**src/rtl/axi_wr_arbiter.sv**
```systemverilog
// -----------------------------------------------------------------------------
// axi_wr_arbiter
//   Shares one downstream AXI write slave among NUM_MST upstream masters.
//   AW requests are granted round-robin. The winner keeps the grant through
//   its whole W burst, which ends on WLAST, and then the bus is re-arbitrated.
//   Each accepted AW pushes the winner's index into an in-order queue. B
//   responses are steered to the master at the head of that queue, and the
//   entry is popped on the B handshake.
//
// Ports
//   clk, rst_n                      clock (rising edge), async active-low reset
//   m_awvalid/m_awready             per-master AW handshake
//   m_awaddr/m_awlen                packed per-master AW payload
//   m_wvalid/m_wready               per-master W handshake
//   m_wdata/m_wlast                 packed per-master W payload
//   m_bvalid/m_bready/m_bresp       per-master B channel
//   s_aw*/s_w*/s_b*                 single downstream slave AW/W/B channels
// -----------------------------------------------------------------------------
module axi_wr_arbiter #(
    parameter int NUM_MST     = 2,
    parameter int ADDR_WIDTH  = 32,
    parameter int DATA_WIDTH  = 32,
    parameter int OUTSTANDING = 4
) (
    input  logic                             clk,
    input  logic                             rst_n,
    input  logic [NUM_MST-1:0]               m_awvalid,
    output logic [NUM_MST-1:0]               m_awready,
    input  logic [NUM_MST*ADDR_WIDTH-1:0]    m_awaddr,
    input  logic [NUM_MST*8-1:0]             m_awlen,
    input  logic [NUM_MST-1:0]               m_wvalid,
    output logic [NUM_MST-1:0]               m_wready,
    input  logic [NUM_MST*DATA_WIDTH-1:0]    m_wdata,
    input  logic [NUM_MST-1:0]               m_wlast,
    output logic [NUM_MST-1:0]               m_bvalid,
    input  logic [NUM_MST-1:0]               m_bready,
    output logic [NUM_MST*2-1:0]             m_bresp,
    output logic                             s_awvalid,
    input  logic                             s_awready,
    output logic [ADDR_WIDTH-1:0]            s_awaddr,
    output logic [7:0]                       s_awlen,
    output logic                             s_wvalid,
    input  logic                             s_wready,
    output logic [DATA_WIDTH-1:0]            s_wdata,
    output logic                             s_wlast,
    input  logic                             s_bvalid,
    output logic                             s_bready,
    input  logic [1:0]                       s_bresp
);

    localparam int IW = (NUM_MST > 1) ? $clog2(NUM_MST) : 1;
    localparam int PW = (OUTSTANDING > 1) ? $clog2(OUTSTANDING) : 1;
    localparam logic [IW-1:0] LAST_MST = IW'(NUM_MST - 1);
    localparam logic [PW-1:0] PTR_MAX  = PW'(OUTSTANDING - 1);

    typedef enum logic [1:0] {ARB, ADDR, DATA} state_t;

    state_t        state;
    logic [IW-1:0] grant;
    logic [IW-1:0] last_grant;

    // In-order queue of masters awaiting a B response
    logic [IW-1:0] q_mem [OUTSTANDING];
    logic [PW-1:0] wr_ptr;
    logic [PW-1:0] rd_ptr;
    logic          wr_wrap;
    logic          rd_wrap;
    logic          q_full;
    logic          q_empty;
    logic          push;
    logic          pop;
    logic [IW-1:0] head;

    logic          arb_found;
    logic [IW-1:0] arb_pick;
    logic [IW-1:0] cand;

    // Pointers are equal both when the queue is full and when it is empty.
    // The wrap bits tell the two cases apart.
    assign q_full  = (wr_ptr == rd_ptr) && (wr_wrap != rd_wrap);
    assign q_empty = (wr_ptr == rd_ptr) && (wr_wrap == rd_wrap);
    assign head    = q_mem[rd_ptr];

    assign push = (state == ADDR) && s_awvalid && s_awready;
    assign pop  = s_bvalid && s_bready;

    // Round-robin pick: scan starting just after the previous winner
    always_comb begin
        arb_found = 1'b0;
        arb_pick  = '0;
        cand      = '0;
        for (int k = 1; k <= NUM_MST; k++) begin
            cand = IW'((int'(last_grant) + k) % NUM_MST);
            if (!arb_found && m_awvalid[cand]) begin
                arb_found = 1'b1;
                arb_pick  = cand;
            end
        end
    end

    // AW/W steering. Only the granted master sees a ready signal, and the
    // slave payload is held at zero outside the phase that uses it.
    always_comb begin
        m_awready = '0;
        m_wready  = '0;
        s_awvalid = 1'b0;
        s_awaddr  = '0;
        s_awlen   = '0;
        s_wvalid  = 1'b0;
        s_wdata   = '0;
        s_wlast   = 1'b0;
        case (state)
            ADDR: begin
                s_awvalid        = m_awvalid[grant];
                s_awaddr         = m_awaddr[grant*ADDR_WIDTH +: ADDR_WIDTH];
                s_awlen          = m_awlen[grant*8 +: 8];
                m_awready[grant] = s_awready;
            end
            DATA: begin
                s_wvalid        = m_wvalid[grant];
                s_wdata         = m_wdata[grant*DATA_WIDTH +: DATA_WIDTH];
                s_wlast         = m_wlast[grant];
                m_wready[grant] = s_wready;
            end
            default: ;
        endcase
    end

    // B steering runs independently of the AW/W state machine
    always_comb begin
        m_bvalid = '0;
        m_bresp  = '0;
        s_bready = 1'b0;
        if (!q_empty) begin
            m_bvalid[head]         = s_bvalid;
            m_bresp[head*2 +: 2]   = s_bresp;
            s_bready               = m_bready[head];
        end
    end

    // The queue is checked for space only in ARB. Between ARB and the push
    // in ADDR the queue can only shrink, so the push never overflows it.
    always_ff @(posedge clk or negedge rst_n) begin
        if (!rst_n) begin
            state      <= ARB;
            grant      <= '0;
            last_grant <= LAST_MST;
        end else begin
            case (state)
                ARB: begin
                    if (arb_found && !q_full) begin
                        grant <= arb_pick;
                        state <= ADDR;
                    end
                end
                ADDR: begin
                    if (push)
                        state <= DATA;
                end
                DATA: begin
                    // WLAST alone ends the burst; the beat count is not checked
                    if (s_wvalid && s_wready && s_wlast) begin
                        last_grant <= grant;
                        state      <= ARB;
                    end
                end
                default: state <= ARB;
            endcase
        end
    end

    always_ff @(posedge clk or negedge rst_n) begin
        if (!rst_n) begin
            wr_ptr  <= '0;
            wr_wrap <= 1'b0;
            rd_ptr  <= '0;
            rd_wrap <= 1'b0;
        end else begin
            if (push) begin
                if (wr_ptr == PTR_MAX) begin
                    wr_ptr  <= '0;
                    wr_wrap <= ~wr_wrap;
                end else begin
                    wr_ptr <= wr_ptr + 1'b1;
                end
            end
            if (pop) begin
                if (rd_ptr == PTR_MAX) begin
                    rd_ptr  <= '0;
                    rd_wrap <= ~rd_wrap;
                end else begin
                    rd_ptr <= rd_ptr + 1'b1;
                end
            end
        end
    end

    // Queue storage needs no reset; the pointers decide what is valid
    always_ff @(posedge clk) begin
        if (push)
            q_mem[wr_ptr] <= grant;
    end

endmodule
```
**config.mk**
```make
export PLATFORM = sky130hd
export DESIGN_NAME = axi_wr_arbiter
export DESIGN_NICKNAME = d
export VERILOG_FILES = /design/src/rtl/axi_wr_arbiter.sv
export SDC_FILE = /design/constraint.sdc
export NUM_CORES = 1
export LEC_CHECK = 0
export CAP_MARGIN = 20
export CORE_AREA = 2 2 96 98
export CTS_CLUSTER_DIAMETER = 100
export DETAILED_ROUTE_END_ITERATION = 6
export DIE_AREA = 0 0 98 100
export HOLD_SLACK_MARGIN = 0.05
export PLACE_DENSITY_LB_ADDON = 0.25
export SYNTH_ARGS = -nofsm -noshare
export SYNTH_HDL_FRONTEND = slang
export SYNTH_SLANG_ARGS = --single-unit
```
**constraint.sdc**
```tcl
create_clock -name clk -period 1.8 [get_ports clk]
set_input_delay 0.36 -clock clk [delete_from_list [all_inputs] [get_ports clk]]
set_output_delay 0.36 -clock clk [all_outputs]
set_load 0.005 [all_outputs]
```
==> reports/qor.yml <==
status: "complete, but fails checks"
failed_checks: "negative setup slack"
synthArstFlopShare_pct: 71.4
ys_warn_count: 0
clk_pin_slew_worst_paths_ns: 0.06
area_growth_pct: 170
setup_viol: 56
r2r_end: "rd_ptr[0]"
drive_above_1_share_pct: 29.4
final_util_pct: 58.2
finalHoldViolations: 0
crit_path_max_incr_delay_ns: 0.57
cp.depth: 7
finalCriticalPeriod_ns: 2.10
drc: 0
worstPathRequired_ns: 1.44
totalWireLength_um: 9770
path_buf_inv: 5
dieHeight_um: 100
leakagePower_nw: 2.78
p_per_area_nw_per_um2: 1260
port_buffers: 244
maxCapViolCount: 0
boundaryPins: 245
seq_area_frac_synth_pct: 19.4
grt_first_pass_wirelength_um: 13600
p_total_mw: 6.50
vias: 2848
diodes: 0
yosysUniqueCellTypes: 27
crit_top_cell: "buf_4"
cp_top_family: "buffers and inverters"
critical-path-slowest-cell: "dfrtp_4"
reg2reg_from: "rd_ptr[0]"
grt_overflow: 0
seqCellArea_sq_um: 377
h-tree-depth: 1
design_area_sq_um: 5170
grt_max_degree: 43
stdcell_count: 651
ys_seq_elements: 14
wl_per_cell_um: 15.0
viasPerCell: 4.37
drt-pass1-iter-count: 4
synth_ff_type: "dfrtp_1"
synth_edf_count: 4
crit_arrival_ns: 1.74
antenna_found_initial: 0
syn_inst: 246
r2r_cells: 6
grt_pass1_vias: 2753
ant_nets: 0
dieArea_sq_um: 9800
cts_buffers: 3
rsz0062_at_grt: "yes"
cts_tree: "done"
dpl-instance-area_sq_um: 4710
worst_hold_path_type: "primary input to asynchronous set/reset pin"
die_w_um: 98
slew_violations: 0
globalRouteTotalUtil_pct: 17.0
vdd_drop_max_uv: 644
avgSynthCellArea_sq_um: 7.79
fin_skew_ns: 0.00559
crit_path_start: "grant"
gp_congestion: 0.789
syn-num-nets: 410
clockBufferDepth: 2
whs_ns: 0.449
finalWorstSetupSlack_ns: -0.295
path_cells: "buf_6 > buf_4 > clkbuf_16 > buf_4 > mux2i_1 > nor2_1 > dlymetal6s2s_1"
dp_hpwl_um: 7680
max_freq_mhz: 477
cts_hold_buf: 0
dp_cells: 615
cp-endpoint: "s_awaddr[6]"
synth_top_area_cell: "mux2i_1"
path_max_fanout: 7
netlist_area_sq_um: 1920
slew_headroom_pct: 67.2
clkLatencyLatePin_ns: 0.24
fin_crit_sh_pct: 116
worstSetupPathType: "flop to output port"
drt_iter0_markers: 31
cts_root_buf: "clkbuf_8"
coreArea_sq_um: 8890
tightest_slew_ns: 0.490
worst_setup_path_end_kind: "output port"
yosysTopAreaCellShare_pct: 39.2
fillers: 809
multi_input_area_sq_um: 1610
synth.top_cells.by_area: "mux2i_1, nor2_1, dfrtp_1, edfxtp_1, ha_1"
reg2reg_setup_slack_ns: -0.24
cts_sinks: 14
initial_utilization_pct: 21.6
nets: 705
startpoint_type: "flop"
num_rows: 35
-- report_power, final --
group          internal [mW]  switching (mW)
Clock                  0.193           0.106
Combinational           3.34            2.22
Sequential             0.469           0.172
Total                   4.00            2.50
-- area by class of cell --
class                           instances  share of cell area [%]
Timing Repair Buffer                  307                    57.5
Multi-Input combinational cell        211                    31.1
Sequential cell                        14                    7.28
Tap cell                              111                    2.69
Clock buffer                            4                    1.06
Inverter                                4                   0.290
-- layer usage --
metal | global-route usage [%] | wire, um
met5 | 0 | 0
met4 | 2.24 | 76
met3 | 4.74 | 687
met2 | 32.6 | 5380
met1 | 19.1 | 3620
-- worst min-delay path by stage --
stage / from / endpoint / slack, ns / cells past startpoint
after global placement: last_grant / last_grant / 0.48 / 2
after detailed placement: rd_wrap / rd_wrap / 0.50 / 1
after CTS: rst_n / wr_ptr[0] / 0.46 / 1
final: rst_n / rd_wrap / 0.45 / 1
after floorplan: rst_n / grant / 0.06 / 0
after global routing: rst_n / rd_wrap / 0.49 / 1
-- through the flow --
stage / TNS, ns / setup WS, ns
final: -5.98 / -0.295
after global routing: -9.84 / -0.369
after CTS: -13.03 / -0.337
after detailed placement: -9.65 / -0.400
after global placement: -9.00 / -0.381
after floorplan: -0.215 / -0.0753
-- timing repair --
| item | in CTS | in global routing |
|---|---|---|
| buffers inserted | 6 | 22 |
| pin swaps | 6 | 15 |
| cloned | 1 | 6 |
| setup endpoints to repair | 88 | 88 |
| gates resized for setup | 177 | 132 |
-- Yosys cell counts, types with 2 or more instances --
master / number
nor2_1: 85
mux2i_1: 75
clkbuf_1: 15
dfrtp_1: 9
nand2_1: 9
o21ai_0: 8
ha_1: 5
and2_1: 4
edfxtp_1: 4
inv_1: 4
and3_2: 3
mux2_4: 3
nand3b_1: 3
xnor2_1: 3
buf_2: 2
nand2b_1: 2
xor2_1: 2
-- layout by cell type (no fill, tap or decap), types with 5 or more instances in the layout --
| cell | n |
|---|---|
| clkdlybuf4s50_1 | 158 |
| buf_4 | 34 |
| clkbuf_16 | 5 |
| nand2_1 | 8 |
| buf_6 | 20 |
| clkbuf_2 | 15 |
| o21ai_0 | 5 |
| dlymetal6s2s_1 | 28 |
| buf_12 | 7 |
| nor2_1 | 78 |
| mux2i_1 | 69 |
| dfrtp_1 | 7 |
| mux2i_2 | 5 |
| ha_1 | 5 |
| buf_2 | 37 |
-- sequential cells by signal, indices dropped and copies added (netlist names) --
signal      cells
q_mem           4
rd_ptr          2
state           2
wr_ptr          2
grant           1
last_grant      1
rd_wrap         1
wr_wrap         1
-- worst register-to-register path, delay by kind of cell, from the launching register on --
family	cells	cell delay [ns]
buffers and inverters	2	0.23
DFF	1	0.37
muxes	3	1.18
and+or+nand+nor	1	0.15
-- cell families (layout without fill, tap and decap cells) --
logic type / after synthesis / count (layout) / synth area share, %
fa+ha+maj: 5 / 5 / 3.26
xor+xnor: 5 / 5 / 2.29
compound gates: 10 / 10 / 3.07
flops: 14 / 14 / 19.4
simple gates: 111 / 112 / 24.9
mux: 79 / 79 / 42.7
buf+inv: 22 / 315 / 4.44
No activity file was read; power rests on OpenSTA's default activity.
==> variant 1: new RTL, config.mk and constraints unchanged <==
Re-encode `state_t` (3 states) as one-hot, 3 bits wide.
--- a/src/rtl/axi_wr_arbiter.sv
+++ b/src/rtl/axi_wr_arbiter.sv
@@ -54,5 +54,5 @@
     localparam logic [PW-1:0] PTR_MAX  = PW'(OUTSTANDING - 1);
 
-    typedef enum logic [1:0] {ARB, ADDR, DATA} state_t;
+    typedef enum logic [2:0] {ARB = 3'b001, ADDR = 3'b010, DATA = 3'b100} state_t;
 
     state_t        state;
Formal check against the unedited RTL: no difference found for any inputs over 4 cycles, from zero or initial values and one cycle with rst_n low; so few cycles prove little.
==> variant 1 against the unedited design <==
Final area rose by 3.1%; wire length rose by 15%; final cell count rose by 1.5%; clock power fell by 7.4%; total power fell by 9.5%; count of clock-buffer cells in the layout fell by 1; worst setup slack improved by 11 ps; the flow still finishes with violations (negative setup slack); area after synthesis rose by 4.1%; maximum frequency rose by 0.53%; sequential cell count rose by 1.
==> variant 1: results <==
export IMPL_dpl_instance_area_um2=4786
export IMPL_nonClockInverterCount=5
export IMPL_critPathMaxFanout=2
export IMPL_failed_checks="negative setup slack"
export IMPL_totalWireLength_mm=11.19
export IMPL_layoutNonFillerInstCount=661
export IMPL_grt_pass1_vias=2963
export IMPL_post_cts_buffers=23
export IMPL_layout_nonclk_buf_share_pct=55.67
export IMPL_clock_area_share_pct=0.8679
export IMPL_final_setup_skew_ps=0.4848
export IMPL_ys_seq_area_share_pct=19.94
export IMPL_num_antenna_cells=0
export IMPL_grt_pass1_wl_mm=15.39
export IMPL_crit_slowest_cell="sky130_fd_sc_hd__mux4_2"
export IMPL_clockNetworkPower_mw=0.277
export IMPL_finalWorstSetupSlack_ps=-284.1
export IMPL_ys_async_rst_share_pct=73.33
export IMPL_detail_route_iter0_violations=43
export IMPL_m2_gr_usage_pct=37.36
export IMPL_synthesized_area_divided_by_synthesized_cell_count_um2=7.919
export IMPL_fin_hold_ws_ps=463.6
export IMPL_met1_usage_pct=21.77
export IMPL_run_status="finished with violations"
export IMPL_met2_length_mm=5.999
export IMPL_net_switching_power_figure_mw=2.218
export IMPL_launching_element_of_the_worst_setup_path="rd_ptr[0]$_DFFE_PN0P_"
export IMPL_synthAdderAreaFrac_pct=3.135
export IMPL_compound_gate_fraction_of_synth_area_pct=2.571
export IMPL_vdd_ir_drop_max_mv=0.4250
export IMPL_syn_area_um2=1996
export IMPL_slew_headroom_pct=63.66
export IMPL_post_synth_xor_area_fraction_pct=2.194
export IMPL_multi_input_comb_area_um2=1757
export IMPL_combPwrFrac_pct=84.5
export IMPL_pin_count_of_the_biggest_net_entering_global_routing=21
export IMPL_m1WireLength_mm=4.091
export IMPL_cp_endpoint="s_bready"
export IMPL_ys_ff_latch=15
export IMPL_groute_layer_met3_usage_pct=6.198
export IMPL_multiplexer_share_of_the_synthesized_area_pct=42.13
export IMPL_leakagePower_nw=2.608
export IMPL_seq_area_um2=401.6
export IMPL_detailedPlace_worstSlack_ps=-376.1
export IMPL_share_of_post_route_cells_with_drive_strength_above_1_pct=42.36
export IMPL_syn_num_nets=416
export IMPL_post_dp_hpwl_mm=7.980
export IMPL_slowest_stage_delay_on_critical_path_ps=540
export IMPL_via_density_per_instance=4.557
export IMPL_timing_critical_path_max_delay_family="multiplexers"
export IMPL_critical_path_arrival_ps=1720
export IMPL_cts_resized=409
export IMPL_timing_final_setup_violations=72
==> variant 1: cell types whose count changed in the layout (fill, tap and decap cells not counted), sizes merged, moves of 2 or more <==
cell,change
a21oi,+2
nand2b,+2
mux2,+2
buf,+49
nor2,-4
nor3,+3
and3,+3
clkbuf,-16
nand2,-2
dlymetal6s2s,-28
o21ai,-5
nand3b,-2
==> variant 1: worst min-delay path by stage <==
stage,startpoint,end,cells after the start
after global routing,rst_n,rd_wrap$_DFFE_PN0P_,1
after global placement,state[2]$_DFFE_PN0P_,state[1]$_DFFE_PN0P_,2
after CTS,rst_n,rd_ptr[0]$_DFFE_PN0P_,1
after floorplan,rst_n,grant$_DFFE_PN0P_,0
final,rst_n,rd_wrap$_DFFE_PN0P_,1
after detailed placement,state[2]$_DFFE_PN0P_,state[1]$_DFFE_PN0P_,2
==> variant 2: new RTL, same flow settings <==
Without the edit above. Change the parameter `DATA_WIDTH` from 32 to 16.
--- a/src/rtl/axi_wr_arbiter.sv
+++ b/src/rtl/axi_wr_arbiter.sv
@@ -20,5 +20,5 @@
     parameter int NUM_MST     = 2,
     parameter int ADDR_WIDTH  = 32,
-    parameter int DATA_WIDTH  = 32,
+    parameter int DATA_WIDTH  = 16,
     parameter int OUTSTANDING = 4
 ) (
Ports: changed (resized m_wdata and s_wdata); port bits go from 245 to 197. The function was not compared with the original's and may differ.
==> variant 2 against the unedited design <==
Worst setup slack improved by 8.8 ps; area after synthesis down 13%; sequential cell count is the same; global-route usage down 2.6 points; the flow still finishes with violations (negative setup slack); total power down 14%; wire length down 18%; via count decreased by 16%; sequential share of layout area is 1.6 points higher; final area down 18%; highest routed layer unchanged; combinational power fell by 14%.
==> variant 2: results <==
export IMPL_post_synth_xor_area_fraction_pct=2.630
export IMPL_nonClockBufferCount=253
export IMPL_grt_pass1_vias=2358
export IMPL_leakagePower_nw=2.074
export IMPL_io_buffers=196
export IMPL_synth_top_cells_by_count="70 x sky130_fd_sc_hd__nor2_1, 59 x sky130_fd_sc_hd__mux2i_1, 11 x sky130_fd_sc_hd__clkbuf_1"
export IMPL_ys_types=29
export IMPL_post_cts_buffers=12
export IMPL_syn_num_nets=339
export IMPL_m1WireLength_mm=3.056
export IMPL_final_net_count=583
export IMPL_run_status="finished with violations"
export IMPL_fin_hold_ws_ps=446.1
export IMPL_ys_seq_area_share_pct=22.31
export IMPL_clock_power_share_pct=4.4
export IMPL_detail_route_iter0_violations=39
export IMPL_multi_input_area_share_pct=31.24
export IMPL_share_of_post_route_cells_with_drive_strength_above_1_pct=33.78
export IMPL_synthAdderAreaFrac_pct=3.757
export IMPL_nonClockInverterCount=3
export IMPL_cts_resized=205
export IMPL_failed_checks="negative setup slack"
export IMPL_netSwitchingFraction_pct=37.85
export IMPL_sh_seq_area_pct=8.879
export IMPL_met3_length_um=597
export IMPL_layout_nonclk_buf_share_pct=55.28
export IMPL_via_density_per_instance=4.264
export IMPL_combPwrFrac_pct=85.3
export IMPL_timing_final_setup_violations=24
export IMPL_wire_per_inst_um=14.36
export IMPL_final_setup_skew_ps=1.179
export IMPL_gp_routability_congestion=0.7039
export IMPL_finalWorstSetupSlack_ps=-286.3
## variant 2: cell types whose count changed after synthesis, moves of 4 or more
cell                       unedited run  this run
sky130_fd_sc_hd__nor2_1              85        70
sky130_fd_sc_hd__mux2i_1             75        59
sky130_fd_sc_hd__o21ai_0              8         4
sky130_fd_sc_hd__clkbuf_1            15        11
## variant 2: through the flow
stage,instance area [um^2],total power [mW],cells,setup TNS [ps],utilization (%)
finish,4242,5.616,561,-2537,47.71
floorplan,1665,2.345,207,-215.1,-
detailed placement,3999,4.771,531,-6088,44.98
global route,4242,6.050,561,-5009,47.71
CTS,4163,5.289,550,-4560,46.83
global placement,3999,4.737,531,-5158,44.98
## variant 2: worst max-delay path, stage by stage, from the launching register on
cell and delay (ps):
sky130_fd_sc_hd__dfrtp_1 380, sky130_fd_sc_hd__mux4_2 550, sky130_fd_sc_hd__mux2_4 330, sky130_fd_sc_hd__and2_4 140
sky130_fd_sc_hd__buf_6 100
